==> src/rtl/lza_denorm_if.sv <==
// lza_denorm_if: handshake bundle for the LZA denormalizer.
// slave = denormalizer side, master = producer/consumer side.
// Signals: in_valid/in_ready/fr/ex (input side),
//          out_valid/out_ready/s/err[/sticky] (result side).
// sticky exists only with LZA_DENORM_STICKY_EN defined.
interface lza_denorm_if;
   logic        in_valid;
   logic        in_ready;
   logic [8:0]  fr;
   logic [3:0]  ex;
   logic        out_valid;
   logic        out_ready;
   logic [15:0] s;
   logic        err;
`ifdef LZA_DENORM_STICKY_EN
   logic        sticky;

   modport slave (
      input  in_valid, fr, ex, out_ready,
      output in_ready, out_valid, s, err, sticky
   );
   modport master (
      output in_valid, fr, ex, out_ready,
      input  in_ready, out_valid, s, err, sticky
   );
`else
   modport slave (
      input  in_valid, fr, ex, out_ready,
      output in_ready, out_valid, s, err
   );
   modport master (
      output in_valid, fr, ex, out_ready,
      input  in_ready, out_valid, s, err
   );
`endif
endinterface

==> src/rtl/lza_denorm.sv <==
// lza_denorm: sequential denormalizer, one arithmetic right shift per cycle.
// Ports: clk, reset (sync, active-low), bus (lza_denorm_if.slave):
//   in_valid/in_ready/fr[8:0]/ex[3:0] in, out_valid/out_ready/s[15:0]/err out.
// Option: LZA_DENORM_STICKY_EN adds bus.sticky (OR of shifted-out bits).
module lza_denorm (
   input logic          clk,
   input logic          reset,
   lza_denorm_if.slave  bus
);

   typedef enum logic [1:0] {
      IDLE  = 2'd0,
      SHIFT = 2'd1,
      DONE  = 2'd2
   } state_t;

   state_t      state;
   logic [8:0]  sr;
   logic [3:0]  cnt;
   logic        err_q;
   logic        rdy_q;
   logic        vld_q;
   logic [3:0]  cnt_ld;
   logic        unnorm;
   logic        acc;

   // Shifts beyond 9 only replicate the sign; clamp the count.
   assign cnt_ld = (bus.ex > 4'd9) ? 4'd9 : bus.ex;
   assign unnorm = (bus.fr[8] == bus.fr[7]) && (bus.fr != 9'd0);
   assign acc    = bus.in_valid && rdy_q;

   assign bus.in_ready  = rdy_q;
   assign bus.out_valid = vld_q;
   assign bus.s         = {{7{sr[8]}}, sr};
   assign bus.err       = err_q;

`ifdef LZA_DENORM_STICKY_EN
   logic st_q;
   assign bus.sticky = st_q;

   always_ff @(posedge clk) begin
      if (!reset) begin
         st_q <= 1'b0;
      end else if (state == IDLE) begin
         if (acc) st_q <= 1'b0;
      end else if (state == SHIFT) begin
         st_q <= st_q | sr[0];
      end
   end
`endif

   always_ff @(posedge clk) begin
      if (!reset) begin
         state <= IDLE;
         sr    <= 9'd0;
         cnt   <= 4'd0;
         err_q <= 1'b0;
         rdy_q <= 1'b0;
         vld_q <= 1'b0;
      end else begin
         unique case (state)
            IDLE: begin
               // in_ready is registered, so it rises one cycle after reset.
               if (acc) begin
                  sr    <= bus.fr;
                  cnt   <= cnt_ld;
                  err_q <= unnorm;
                  rdy_q <= 1'b0;
                  if (cnt_ld == 4'd0) begin
                     state <= DONE;
                     vld_q <= 1'b1;
                  end else begin
                     state <= SHIFT;
                  end
               end else begin
                  rdy_q <= 1'b1;
               end
            end
            SHIFT: begin
               sr  <= {sr[8], sr[8:1]};
               cnt <= cnt - 4'd1;
               if (cnt == 4'd1) begin
                  state <= DONE;
                  vld_q <= 1'b1;
               end
            end
            DONE: begin
               if (bus.out_ready) begin
                  state <= IDLE;
                  vld_q <= 1'b0;
                  rdy_q <= 1'b1;
               end
            end
            default: begin
               state <= IDLE;
               vld_q <= 1'b0;
               rdy_q <= 1'b0;
            end
         endcase
      end
   end

endmodule
==> src/flat_wrapper.sv <==
// flat-port wrapper written by rule: the top's interface ports become plain ports
module lza_denorm_flat 
  (clk, reset, bus_in_valid, bus_fr, bus_ex, bus_out_ready, bus_in_ready, bus_out_valid, bus_s, bus_err);
  lza_denorm_if bus_i ();
  input logic clk;
  input logic reset;
  input wire logic [$bits(bus_i.in_valid)-1:0] bus_in_valid;
  input wire logic [$bits(bus_i.fr)-1:0] bus_fr;
  input wire logic [$bits(bus_i.ex)-1:0] bus_ex;
  input wire logic [$bits(bus_i.out_ready)-1:0] bus_out_ready;
  output wire logic [$bits(bus_i.in_ready)-1:0] bus_in_ready;
  output wire logic [$bits(bus_i.out_valid)-1:0] bus_out_valid;
  output wire logic [$bits(bus_i.s)-1:0] bus_s;
  output wire logic [$bits(bus_i.err)-1:0] bus_err;
  assign bus_i.in_valid = bus_in_valid;
  assign bus_i.fr = bus_fr;
  assign bus_i.ex = bus_ex;
  assign bus_i.out_ready = bus_out_ready;
  assign bus_in_ready = bus_i.in_ready;
  assign bus_out_valid = bus_i.out_valid;
  assign bus_s = bus_i.s;
  assign bus_err = bus_i.err;
  lza_denorm u_core (.clk(clk), .reset(reset), .bus(bus_i));
endmodule
==> config.mk <==
export PLATFORM = sky130hd
export DESIGN_NAME = lza_denorm_flat
export DESIGN_NICKNAME = d
export VERILOG_FILES = /design/src/rtl/lza_denorm_if.sv /design/src/rtl/lza_denorm.sv /design/src/flat_wrapper.sv
export SDC_FILE = /design/constraint.sdc
export NUM_CORES = 1
export LEC_CHECK = 0
export ABC_CLOCK_PERIOD_IN_PS = 1700
export BUFFER_PORTS_ARGS = -buffer_cell sky130_fd_sc_hd__buf_2
export CORE_MARGIN = 1.5
export CORE_UTILIZATION = 48
export CTS_CLUSTER_DIAMETER = 200
export DETAILED_ROUTE_END_ITERATION = 10
export PLACE_DENSITY = 0.9
export SYNTH_ARGS = -nofsm -noshare
export SYNTH_HDL_FRONTEND = slang
export SYNTH_SLANG_ARGS = --single-unit
==> constraint.sdc <==
create_clock -name clk -period 1.7 [get_ports clk]
set_clock_uncertainty 0.1 [all_clocks]
set_input_delay 0.085 -clock clk [delete_from_list [all_inputs] [get_ports clk]]
set_output_delay 0.085 -clock clk [all_outputs]
set_load 0.03 [all_outputs]
# Word level (Yosys, flattened, before mapping)
# Index checks and enable logic that the tools add are counted.
classes:
  n_lt_le_gt_ge: 1
  n_reduce_logical: 12
  muxes: 18
  n_eq_ne: 8
  n_addsub: 1
  bitwise_logic: 1
op_table:
  columns: ["op", "n"]
  rows:
  - ["$pmux W9 S2", 1]
  - ["$mux W9", 1]
  - ["$reduce_bool A9 Y1", 1]
  - ["$mux W2", 4]
  - ["$mux W4", 2]
  - ["$pmux W4 S2", 1]
  - ["$mux W1", 6]
  - ["$ne A2 B1 Y1 const B", 3]
  - ["$pmux W1 S3", 2]
  - ["$pmux W2 S3", 1]
  - ["$reduce_and A2 Y1", 3]
  - ["$reduce_and A3 Y1", 2]
  - ["$eq A4 B1 Y1 const B", 1]
  - ["$gt A4 B4 Y1 const B", 1]
  - ["$logic_not A4 Y1", 1]
  - ["$reduce_and A4 Y1", 1]
  - ["$sub A4 B1 Y4 const B", 1]
  - ["$eq A2 B1 Y1 const B", 1]
  - ["$eq A2 B2 Y1 const B", 1]
  - ["$logic_and A1 B1 Y1", 2]
  - ["$logic_not A2 Y1", 1]
  - ["$ne A2 B2 Y1 const B", 1]
  - ["$reduce_bool A2 Y1", 1]
  - ["$eq A1 B1 Y1", 1]
  - ["$not A1 Y1", 1]
totals:
  regBits: 18
  input_bits: 17

# Longest topological paths before layout
# Gate-level depths: netlist of the first run.
logic_depth:
  depth_word: 6
  ltp_mapped: 6
  mapped_depth_nobuf: 6

# Worst setup path before layout of the first run
# Ideal clock, no wire load.
synth_path:
  path_type: "register to register"
  start: "reg u_core.rdy_q (netlist: u_core.bus.in_ready)"
  end: "reg u_core.vld_q (netlist: u_core.bus.out_valid)"
  stages_incl_launch_ff: 5
  arrival_ns: 1.273
  setup_ns: 0.070
  setup_slack_ns: 0.256
  path_buffers: 0
  path_cell_list: "dfxtp_1 nand2_1 o21a_1 or3_1 a21boi_1"
synth_between:
  elab_chain_len: 3
synth_lines:
  columns: ["element", "line_no", "text"]
  rows:
  - ["start: declaration", "lza_denorm.sv:21", "logic rdy_q;"]
  - ["start signal: assignment", "lza_denorm.sv:58", "rdy_q <= 1'b0;"]
  - ["start signal: assignment", "lza_denorm.sv:68", "rdy_q <= 1'b0;"]
  - ["start signal: assignment", "lza_denorm.sv:76", "rdy_q <= 1'b1;"]
  - ["$logic_and A1 B1 Y1", "lza_denorm.sv:30", "assign acc = bus.in_valid && rdy_q;"]
  - ["$ne A2 B1 Y1 (no line)", null, null]
  - ["$reduce_and A4 Y1 (no line)", null, null]
  - ["end signal: assignment", "lza_denorm.sv:59", "vld_q <= 1'b0;"]
  - ["end signal: assignment", "lza_denorm.sv:71", "vld_q <= 1'b1;"]
  - ["end signal: assignment", "lza_denorm.sv:84", "vld_q <= 1'b1;"]
  - ["end: declaration", "lza_denorm.sv:22", "logic vld_q;"]
# Every way passes these cells.
# A chain may end at the register's enable or synchronous reset.

# Worst setup path in the final report of the first run
layout_path:
  start: "reg u_core.state[1]"
  end: "reg u_core.sr[1]"
layout_between:
  elab_chain_len: 3
layout_lines:
  columns: ["element", "line_no", "text"]
  rows:
  - ["start: declaration", "lza_denorm.sv:17", "state_t state;"]
  - ["start signal: assignment", "lza_denorm.sv:54", "state <= IDLE;"]
  - ["start signal: assignment", "lza_denorm.sv:70", "state <= DONE;"]
  - ["start signal: assignment", "lza_denorm.sv:73", "state <= SHIFT;"]
  - ["$eq A2 B1 Y1 / $logic_not A2 Y1 (equally long branches)", "lza_denorm.sv:61", "unique case (state)"]
  - ["$reduce_bool A2 Y1 (no line) / $ne A2 B1 Y1 (equally long branches)", null, null]
  - ["$reduce_and A2 Y1 (no line)", null, null]
  - ["end signal: assignment", "lza_denorm.sv:65", "sr <= bus.fr;"]
  - ["end signal: assignment", "lza_denorm.sv:80", "sr <= {sr[8], sr[8:1]};"]
  - ["end: declaration", "lza_denorm.sv:18", "logic [8:0] sr;"]
# Several ways; a longest one is shown, not always the timed one. The select of a mux whose other input is x is not followed.

==> run summary, run 1 <==
Worst Tran Pin Value: 0.410 ns
pwr dens: 941 nW/µm²
Synth Instances: 111
syn nets: 130
Post-Synth Adder-Cell Area: 2.57%
drt first pass iters: 4
Leak: 0.539 nW
Synthesis Warnings: 0
detailed placement HPWL: 1.70 mm
global-route wire length before repair: 3.62 mm
# nets final: 164
XOR/XNOR Fraction of Synth Area: 0%
maxcap violations: 0
status: finished clean
Worst Setup Start Kind: flip-flop
largest net degree at the start of global routing: 19
clk root buf: clkbuf_4
Final Util: 61.1%
H-tree levels: 1
hold endpoint: u_core.cnt[0]$_SDFFE_PN0P_
Iteration-0 DRC Markers: 45
RSZ-0062 raised after global routing: no
Routed wire per std cell: 13.7 µm
combinational family with the most area after synthesis: compound AO/OA/AOI/OAI gates
CP endpoint kind: flip-flop
Die Y: 48.1 µm
final cycle utilization of the critical path: 94.5%
Crit Path Max Fanout: 10
row cnt: 16
Port Buf Inserts: 35
hold path depth: 3
number of unique standard cell types used by synthesis: 36
Initial Util: 50.2%
core area: 1940 µm²
slowest CP cell: dfxtp_1
buffer count from post-CTS setup fixing: 0
Clk pin slew, worst setup/hold paths: 0.11 ns
CP required: 1.79 ns
Placer Congestion: 0.755
capture point of the worst reg-to-reg path: u_core.sr[1]$_SDFFE_PN0P_
CTS tree: built
Tmin final: 1.61 ns
Syn Area/Cell: 8.78 µm²
mux share of post-synthesis cell area: 0%
CP Cell Sequence: and4bb_1, buf_4, a22oi_1, a21boi_1
chip width: 48.1 µm
# fillers: 176
via count: 947
sequential area share after synthesis: 37.0%
GRT Overall Usage: 22.4%
hold crit path type: in2reg
TritonCTS buffer count: 3
#FFs+latches synth: 18
total congestion overflow: 0
DRC Markers: 0
Synth Area in Simple Gates: 22.7%
vias in the first global route: 827
setup TNS: 0 ns
compound-gate portion of the synthesized area: 27.6%
clock tree sinks: 18
hold path startpoint: bus_ex[0]
die area: 2310 µm²
final hold violations: 0
R2R setup slack: 0.09 ns
CTS max path bufs: 2
Via density: 5.54
CP Data Arrival Time: 1.70 ns
fmax: 622 MHz
Max Slew Vio Count: 0
min setup slack post-route: 0.0929 ns
Cell Area, Synth: 975 µm²
initial antenna violation count: 0
Relative slew margins: 72.7%
Final Setup Violations: 0
I/O pin count: 36
pre-CTS setup slack: 0.0542 ns
antenna cells: 0
Synth-to-Final Area Change: 21.7%
Reg2Reg Depth: 4
r2r startpoint: u_core.state[1]$_SDFFE_PN0P_
critical path class: reg2reg
antenna-violating nets left: 0
final wirelength: 2.35 mm
Max IR drop VDD: 532 µV
share of cells above drive strength 1: 32.6%
CP peak stage delay: 0.48 ns
clk_lat worst skew: 0.30 ns
[stage by stage]
step	instances	area [µm²]	power, mW	hold slack [ns]
6_report	171	1190	1.12	0.00628
5_1_grt	171	1190	1.17	0.00519
4_1_cts	171	1180	1.11	0.000336
3_5_place_dp	164	1110	0.842	0.261
3_3_place_gp	164	1110	0.829	0.254
2_1_floorplan	111	975	0.758	0.120
[layout make-up]
| type | count | area [µm²] | share of cell area, % |
|---|---|---|---|
| sequential | 18 | 360 | 30.4 |
| multi-input combinational | 79 | 520 | 43.9 |
| inverter | 2 | 7.51 | 0.633 |
| timing repair buffer | 41 | 228 | 19.2 |
| clock buffer | 4 | 36.3 | 3.06 |
| tap | 27 | 33.8 | 2.85 |
[synth_stat cells]
cell type	count	area (µm²)
o21ai_1	4	20.0
o22ai_1	1	6.26
nand3b_1	1	7.51
and3_1	2	12.5
o21ai_0	3	15.0
o221ai_1	1	8.76
a22oi_1	7	52.6
clkbuf_1	1	3.75
nor2_1	3	11.3
buf_2	1	5.00
nor2_4	1	11.3
a211oi_1	2	15.0
buf_6	2	22.5
nand2b_1	2	12.5
and4bb_1	1	12.5
nor4_2	1	12.5
and2_1	1	6.26
nor3b_1	1	7.51
o32ai_1	1	8.76
buf_4	8	60.1
nand4b_1	1	8.76
or3_1	2	12.5
nand2_1	14	52.6
ha_1	2	25.0
or2_4	2	17.5
and2b_1	1	7.51
nor3_1	3	15.0
o211ai_1	1	7.51
a21boi_1	11	82.6
inv_1	2	7.51
o211a_1	1	10.0
a21oi_1	4	20.0
or2b_1	1	7.51
dfxtp_1	18	360
nor4_1	1	6.26
o21a_1	3	22.5
[sequential cells by signal (all words and copies together) (netlist names)]
| name | count |
|---|---|
| u_core.bus.err | 1 |
| u_core.bus.in_ready | 1 |
| u_core.bus.out_valid | 1 |
| u_core.cnt | 4 |
| u_core.sr | 9 |
| u_core.state | 2 |
[logic make-up (layout without fill, tap and decap cells)]
| kind of cell | count (synthesis) | in the layout |
|---|---|---|
| AO/OA/AOI/OAI | 39 | 39 |
| buffers and inverters | 14 | 47 |
| adder cells (fa/ha/maj) | 2 | 2 |
| AND/OR/NAND/NOR | 38 | 38 |
| flip-flops | 18 | 18 |
[cell usage in the layout, fill, tap and decap left out, drive strengths merged, types with 3 or more instances in the layout]
cell type / synthesis / final
o21ai: 7 / 7
a21oi: 4 / 4
o21a: 3 / 3
a21boi: 11 / 11
a22oi: 7 / 7
dlygate4sd3: 0 / 3
clkbuf: 1 / 4
nor3: 3 / 3
buf: 11 / 38
dfxtp: 18 / 18
nand2: 14 / 14
nor2: 4 / 4
[what timing repair did]
action / in CTS / in global routing
hold endpoints to repair: 3 / 0
setup endpoints to repair: 0 / 1
gates resized for setup: 0 / 1
hold buffers: 3 / 0
[critical path, delay by kind of cell (launching register included)]
family / cells / cell delay [ns]
DFF: 1 / 0.48
and+or+nand+nor: 1 / 0.39
AOI/OAI and AO/OA: 2 / 0.31
buffers and inverters: 1 / 0.22
[layer usage]
| layer | vias up | wire (µm) | track usage, % |
|---|---|---|---|
| met5 | - | 0 | 0 |
| met4 | 0 | 70 | 9.73 |
| met3 | 10 | 136 | 5.66 |
| met2 | 47 | 1130 | 36.0 |
| met1 | 428 | 1010 | 28.2 |
| li1 | 462 | - | - |
[power breakdown]
group          switching, mW  internal, mW  total (mW)
Clock                  0.140         0.131       0.271
Sequential            0.0361         0.464       0.500
Combinational          0.210         0.136       0.345
[how the worst max path moves through the flow]
stage	endpoint	start
floorplan	u_core.bus.out_valid$_SDFFE_PN0P_	u_core.bus.in_ready$_SDFFE_PN0P_
global placement	u_core.bus.out_valid$_SDFFE_PN0P_	u_core.cnt[1]$_SDFFE_PN0P_
detailed placement	u_core.bus.out_valid$_SDFFE_PN0P_	u_core.cnt[1]$_SDFFE_PN0P_
CTS	u_core.bus.out_valid$_SDFFE_PN0P_	u_core.cnt[1]$_SDFFE_PN0P_
global route	u_core.sr[3]$_SDFFE_PN0P_	u_core.state[1]$_SDFFE_PN0P_
finish	u_core.sr[1]$_SDFFE_PN0P_	u_core.state[1]$_SDFFE_PN0P_
No activity file was read; power rests on OpenSTA's default activity.
==> inputs of run 2 (changes only) <==
CELL_PAD_IN_SITES_DETAIL_PLACEMENT = 1   (was not set)
CELL_PAD_IN_SITES_GLOBAL_PLACEMENT = 1   (was not set)
CORE_UTILIZATION = 34   (was 48)
PLACE_DENSITY = 0.88   (was 0.9)
==> run summary, run 2 (synthesis results as in run 1) <==
status: finished clean
Die Y: 56.5 µm
final cycle utilization of the critical path: 89.7%
Clk pwr share: 19.6%
most frequent cells in the layout: 35 x buf_2, 17 x dfxtp_1, 14 x nand2_1
CP required: 1.81 ns
Relative slew margins: 75.3%
chip width: 56.5 µm
largest register by flop count: u_core.sr
DRC Markers: 0
CTS max path bufs: 2
die area: 3200 µm²
H-tree levels: 1
final wirelength: 2.51 mm
final hold slack: 0.0182 ns
internal power: 0.683 mW
core area: 2730 µm²
initial antenna violation count: 0
Worst Setup Start Kind: flip-flop
Switching Fraction: 35.4%
clk root buf: clkbuf_4
CP Data Arrival Time: 1.64 ns
Leak: 0.526 nW
share of cells above drive strength 1: 32.6%
Port Buf Inserts: 35
Crit Path Max Fanout: 17
Placer Congestion: 0.810
critical path class: reg2reg
drt first pass iters: 4
global-route wire length before repair: 4.31 mm
TritonCTS buffer count: 3
sw power: 0.374 mW
vias in the first global route: 942
maxcap violations: 0
CP endpoint kind: flip-flop
Max Slew Vio Count: 0
setup TNS: 0 ns
GRT Overall Usage: 17.0%
R2R setup slack: 0.17 ns
Max IR drop VDD: 403 µV
combinational power share: 32.9%
clk_lat worst skew: 0.29 ns
# nets final: 162
row cnt: 19
Tmin final: 1.53 ns
hold crit path type: in2reg
max FFs per register: 9
Largest regs: u_core.sr (9), u_core.cnt (4), u_core.state (2)
antenna-violating nets left: 0
antenna cells: 0
Clk pin slew, worst setup/hold paths: 0.10 ns
fmax: 656 MHz
total congestion overflow: 0
RSZ-0062 raised after global routing: no
via count: 948
I/O pin count: 36
final hold violations: 0
Pwr Total: 1.06 mW
Initial Util: 35.7%
clock tree sinks: 18
Routed wire per std cell: 14.6 µm
Iteration-0 DRC Markers: 14
CTS tree: built
Final Setup Violations: 0
detailed placement HPWL: 1.95 mm
largest net degree at the start of global routing: 19
commonest non-fill, non-tap cell in the layout: buf_2
pwr dens: 900 nW/µm²
Synth-to-Final Area Change: 20.4%
Seq pwr share: 47.5%
Worst Tran Pin Value: 0.367 ns
Via density: 5.51
run 2: cell count changes in the layout (fill, tap and decap cells not counted):
cell / before / now
buf_12: 0 / 1
buf_4: 3 / 1
clkbuf_8: 1 / 0
dfxtp_1: 18 / 17
dfxtp_2: 0 / 1
dlygate4sd3_1: 3 / 2
run 2: final cells by class:
cell class,instances,area [µm²]
Clock buffer,3,22.5
Fill cell,334,1560
Inverter,2,7.51
Multi-Input combinational cell,79,520
Sequential cell,18,362
Tap cell,31,38.8
Timing Repair Buffer,39,223
run 2: metrics by stage:
step	area (µm²)	worst slack (ns)	utilization (%)	instances
floorplan	975	0.256	-	111
detailed placement	1120	0.102	41.1	167
global route	1170	0.0433	42.9	172
global placement	1120	0.214	41.1	167
finish	1170	0.175	42.9	172
CTS	1170	0.0568	42.7	172
run 2: final timing paths:
kind,cells past startpoint,startpoint,to
worst max-delay path,5,u_core.state[0]$_SDFFE_PN0P_,u_core.sr[3]$_SDFFE_PN0P_
worst min-delay path,3,bus_fr[5],u_core.sr[5]$_SDFFE_PN0P_
worst max register to register,5,u_core.state[0]$_SDFFE_PN0P_,u_core.sr[3]$_SDFFE_PN0P_
worst min register to register,2,u_core.sr[2]$_SDFFE_PN0P_,u_core.sr[2]$_SDFFE_PN0P_
run 2: critical path, stage by stage (launching register included):
cell and delay (ns):
dfxtp_1 0.45, and4bb_1 0.25, buf_12 0.16, nor2_4 0.23, nand2_1 0.09, a21boi_1 0.16
run 2: metal layers:
| layer | up-vias | GRT usage, % | routed length, µm |
|---|---|---|---|
| met5 | - | 0 | 0 |
| met2 | 25 | 28.9 | 1280 |
| met4 | 0 | 8.84 | 34 |
| met3 | 4 | 1.61 | 90 |
| met1 | 461 | 21.1 | 1110 |
| li1 | 458 | - | - |
run 2: power by group through the flow:
stage	Clock, mW	Combinational (mW)	Sequential, mW
4_1_cts	0.228	0.349	0.502
3_5_place_dp	0	0.344	0.511
3_3_place_gp	0	0.333	0.506
6_report	0.207	0.348	0.502
2_1_floorplan	0	0.209	0.550
5_1_grt	0.241	0.382	0.510
run 2: repair_timing:
action / 4_1_cts / 5_1_grt
setup buffers: 0 / 0
endpoints found under the setup margin: 0 / 2
gates resized for setup: 0 / 2
hold buffers: 2 / 0
endpoints found under the hold margin: 2 / 0
==> inputs of run 3 (changes only) <==
--- a/config.mk
+++ b/config.mk
@@ -11,3 +11,2 @@
 export CELL_PAD_IN_SITES_GLOBAL_PLACEMENT = 1
-export CORE_MARGIN = 1.5
 export CORE_UTILIZATION = 34
==> constraint.sdc (replaced) <==
create_clock -name clk -period 1.7 [get_ports clk]
set_clock_uncertainty 0.1 [all_clocks]
set_input_delay 0.34 -clock clk [delete_from_list [all_inputs] [get_ports clk]]
set_output_delay 0.34 -clock clk [all_outputs]
set_load 0.03 [all_outputs]
==> run summary, run 3 (synthesis results as in run 1) <==
core area: 2730 µm²
chip width: 55.5 µm
CP Data Arrival Time: 1.71 ns
die area: 3080 µm²
Initial Util: 35.7%
Max IR drop VDD: 437 µV
clock tree sinks: 18
Tmin final: 1.58 ns
GRT Overall Usage: 17.7%
drt first pass iters: 4
Iteration-0 DRC Markers: 24
antenna cells: 0
setup TNS: 0 ns
sw power: 0.403 mW
Placer Congestion: 0.769
Routed wire per std cell: 15.3 µm
slowest CP cell: dfxtp_1
Relative slew margins: 74.8%
M3 GR Usage: 2.81%
CP required: 1.83 ns
Switching Fraction: 35.5%
share of cells above drive strength 1: 34.0%
H-tree levels: 1
Synth-to-Final Area Change: 20.5%
CTS tree: built
CP peak stage delay: 0.45 ns
final cycle utilization of the critical path: 92.8%
R2R setup slack: 0.12 ns
clk_lat worst skew: 0.31 ns
global-route track usage on met2: 32.5%
DP Area: 1130 µm²
max FFs per register: 9
Die Y: 55.5 µm
Worst Tran Pin Value: 0.375 ns
Clk pwr share: 24.7%
largest net degree at the start of global routing: 19
DRC Markers: 0
RSZ-0062 raised after global routing: no
Via density: 5.52
status: finished clean
largest register by flop count: u_core.sr
CTS max path bufs: 2
vias in the first global route: 950
Seq pwr share: 44.3%
row cnt: 19
Crit Path Max Fanout: 17
hold_buf cts: 0
post-route cell area: 1170 µm²
commonest non-fill, non-tap cell in the layout: buf_2
# fillers: 332
global-route wire length before repair: 4.35 mm
most frequent cells in the layout: 35 x buf_2, 17 x dfxtp_1, 14 x nand2_1
final wirelength: 2.63 mm
initial antenna violation count: 0
final hold violations: 0
via count: 949
Pwr Total: 1.14 mW
clk root buf: clkbuf_4
maxcap violations: 0
hold crit path type: in2reg
Port Buf Inserts: 35
Global Route met1 Usage: 20.2%
gr busiest metal: met2
Clk pin slew, worst setup/hold paths: 0.12 ns
pwr dens: 967 nW/µm²
Worst Setup Start Kind: flip-flop
TritonCTS buffer count: 3
Largest regs: u_core.sr (9), u_core.cnt (4), u_core.state (2)
Leak: 0.529 nW
fmax: 634 MHz
combinational power share: 31.1%
# nets final: 161
internal power: 0.732 mW
CP Cell Sequence: and4bb_1, buf_12, nor2_4, o21ai_1, a21boi_1
CP endpoint kind: flip-flop
I/O pin count: 36
critical path class: reg2reg
total congestion overflow: 0
antenna-violating nets left: 0
Max Slew Vio Count: 0
detailed placement HPWL: 2.03 mm
Final Setup Violations: 0
-- run 3: cell count changes in the layout (fill, tap and decap cells not counted), sizes merged --
cell / previous run / this run
buf: 37 / 38
clkbuf: 3 / 4
dlygate4sd3: 2 / 0
-- run 3: area by class of cell --
class | count | area [µm²] | share of cell area, %
Multi-Input combinational cell | 79 | 520 | 44.3
Sequential cell | 18 | 362 | 30.8
Timing Repair Buffer | 38 | 210 | 17.9
Clock buffer | 4 | 36.3 | 3.09
Inverter | 2 | 7.51 | 0.639
Tap cell | 31 | 38.8 | 3.30
-- run 3: critical path, delay by kind of cell, from the launching register on --
family / cells / cell delay (ns)
AO/OA/AOI/OAI: 2 / 0.29
buffers and inverters: 1 / 0.17
flip-flops: 1 / 0.45
AND/OR/NAND/NOR: 2 / 0.48
-- run 3: power by group through the flow --
stage | Sequential, mW | Combinational [mW] | Clock, mW
floorplan | 0.550 | 0.209 | 0
CTS | 0.501 | 0.354 | 0.286
global route | 0.509 | 0.382 | 0.297
detailed placement | 0.510 | 0.349 | 0
finish | 0.503 | 0.353 | 0.280
global placement | 0.506 | 0.337 | 0
-- run 3: path summary, 6_finish.rpt --
check	endpoint	cells after the start	start
setup reg to reg	u_core.cnt[0]$_SDFFE_PN0P_	5	u_core.state[0]$_SDFFE_PN0P_
hold / removal	u_core.sr[8]$_SDFFE_PN0P_	3	bus_fr[8]
setup / recovery	u_core.cnt[0]$_SDFFE_PN0P_	5	u_core.state[0]$_SDFFE_PN0P_
hold reg to reg	u_core.sr[3]$_SDFFE_PN0P_	2	u_core.sr[3]$_SDFFE_PN0P_
-- run 3: stage by stage --
stage / hold slack (ns) / util [%] / std cells / setup WS (ns)
after global routing: 0.199 / 43.0 / 172 / 0.0435
after global placement: 0.356 / 41.4 / 168 / 0.194
after detailed placement: 0.367 / 41.4 / 168 / 0.124
final: 0.216 / 43.0 / 172 / 0.122
after CTS: 0.214 / 42.7 / 172 / 0.0445
after floorplan: 0.368 / - / 111 / 0.256
-- run 3: metal layers --
metal / share of wire [%] / wire length (µm)
met1: 43 / 1140
met2: 51 / 1340
met3: 3.9 / 103
met4: 1.8 / 48
met5: 0 / 0
-- run 3: what timing repair did --
item / 4_1_cts / 5_1_grt
gates resized for setup: 0 / 2
buffers inserted: 0 / 0
endpoints found under the setup margin: 0 / 3
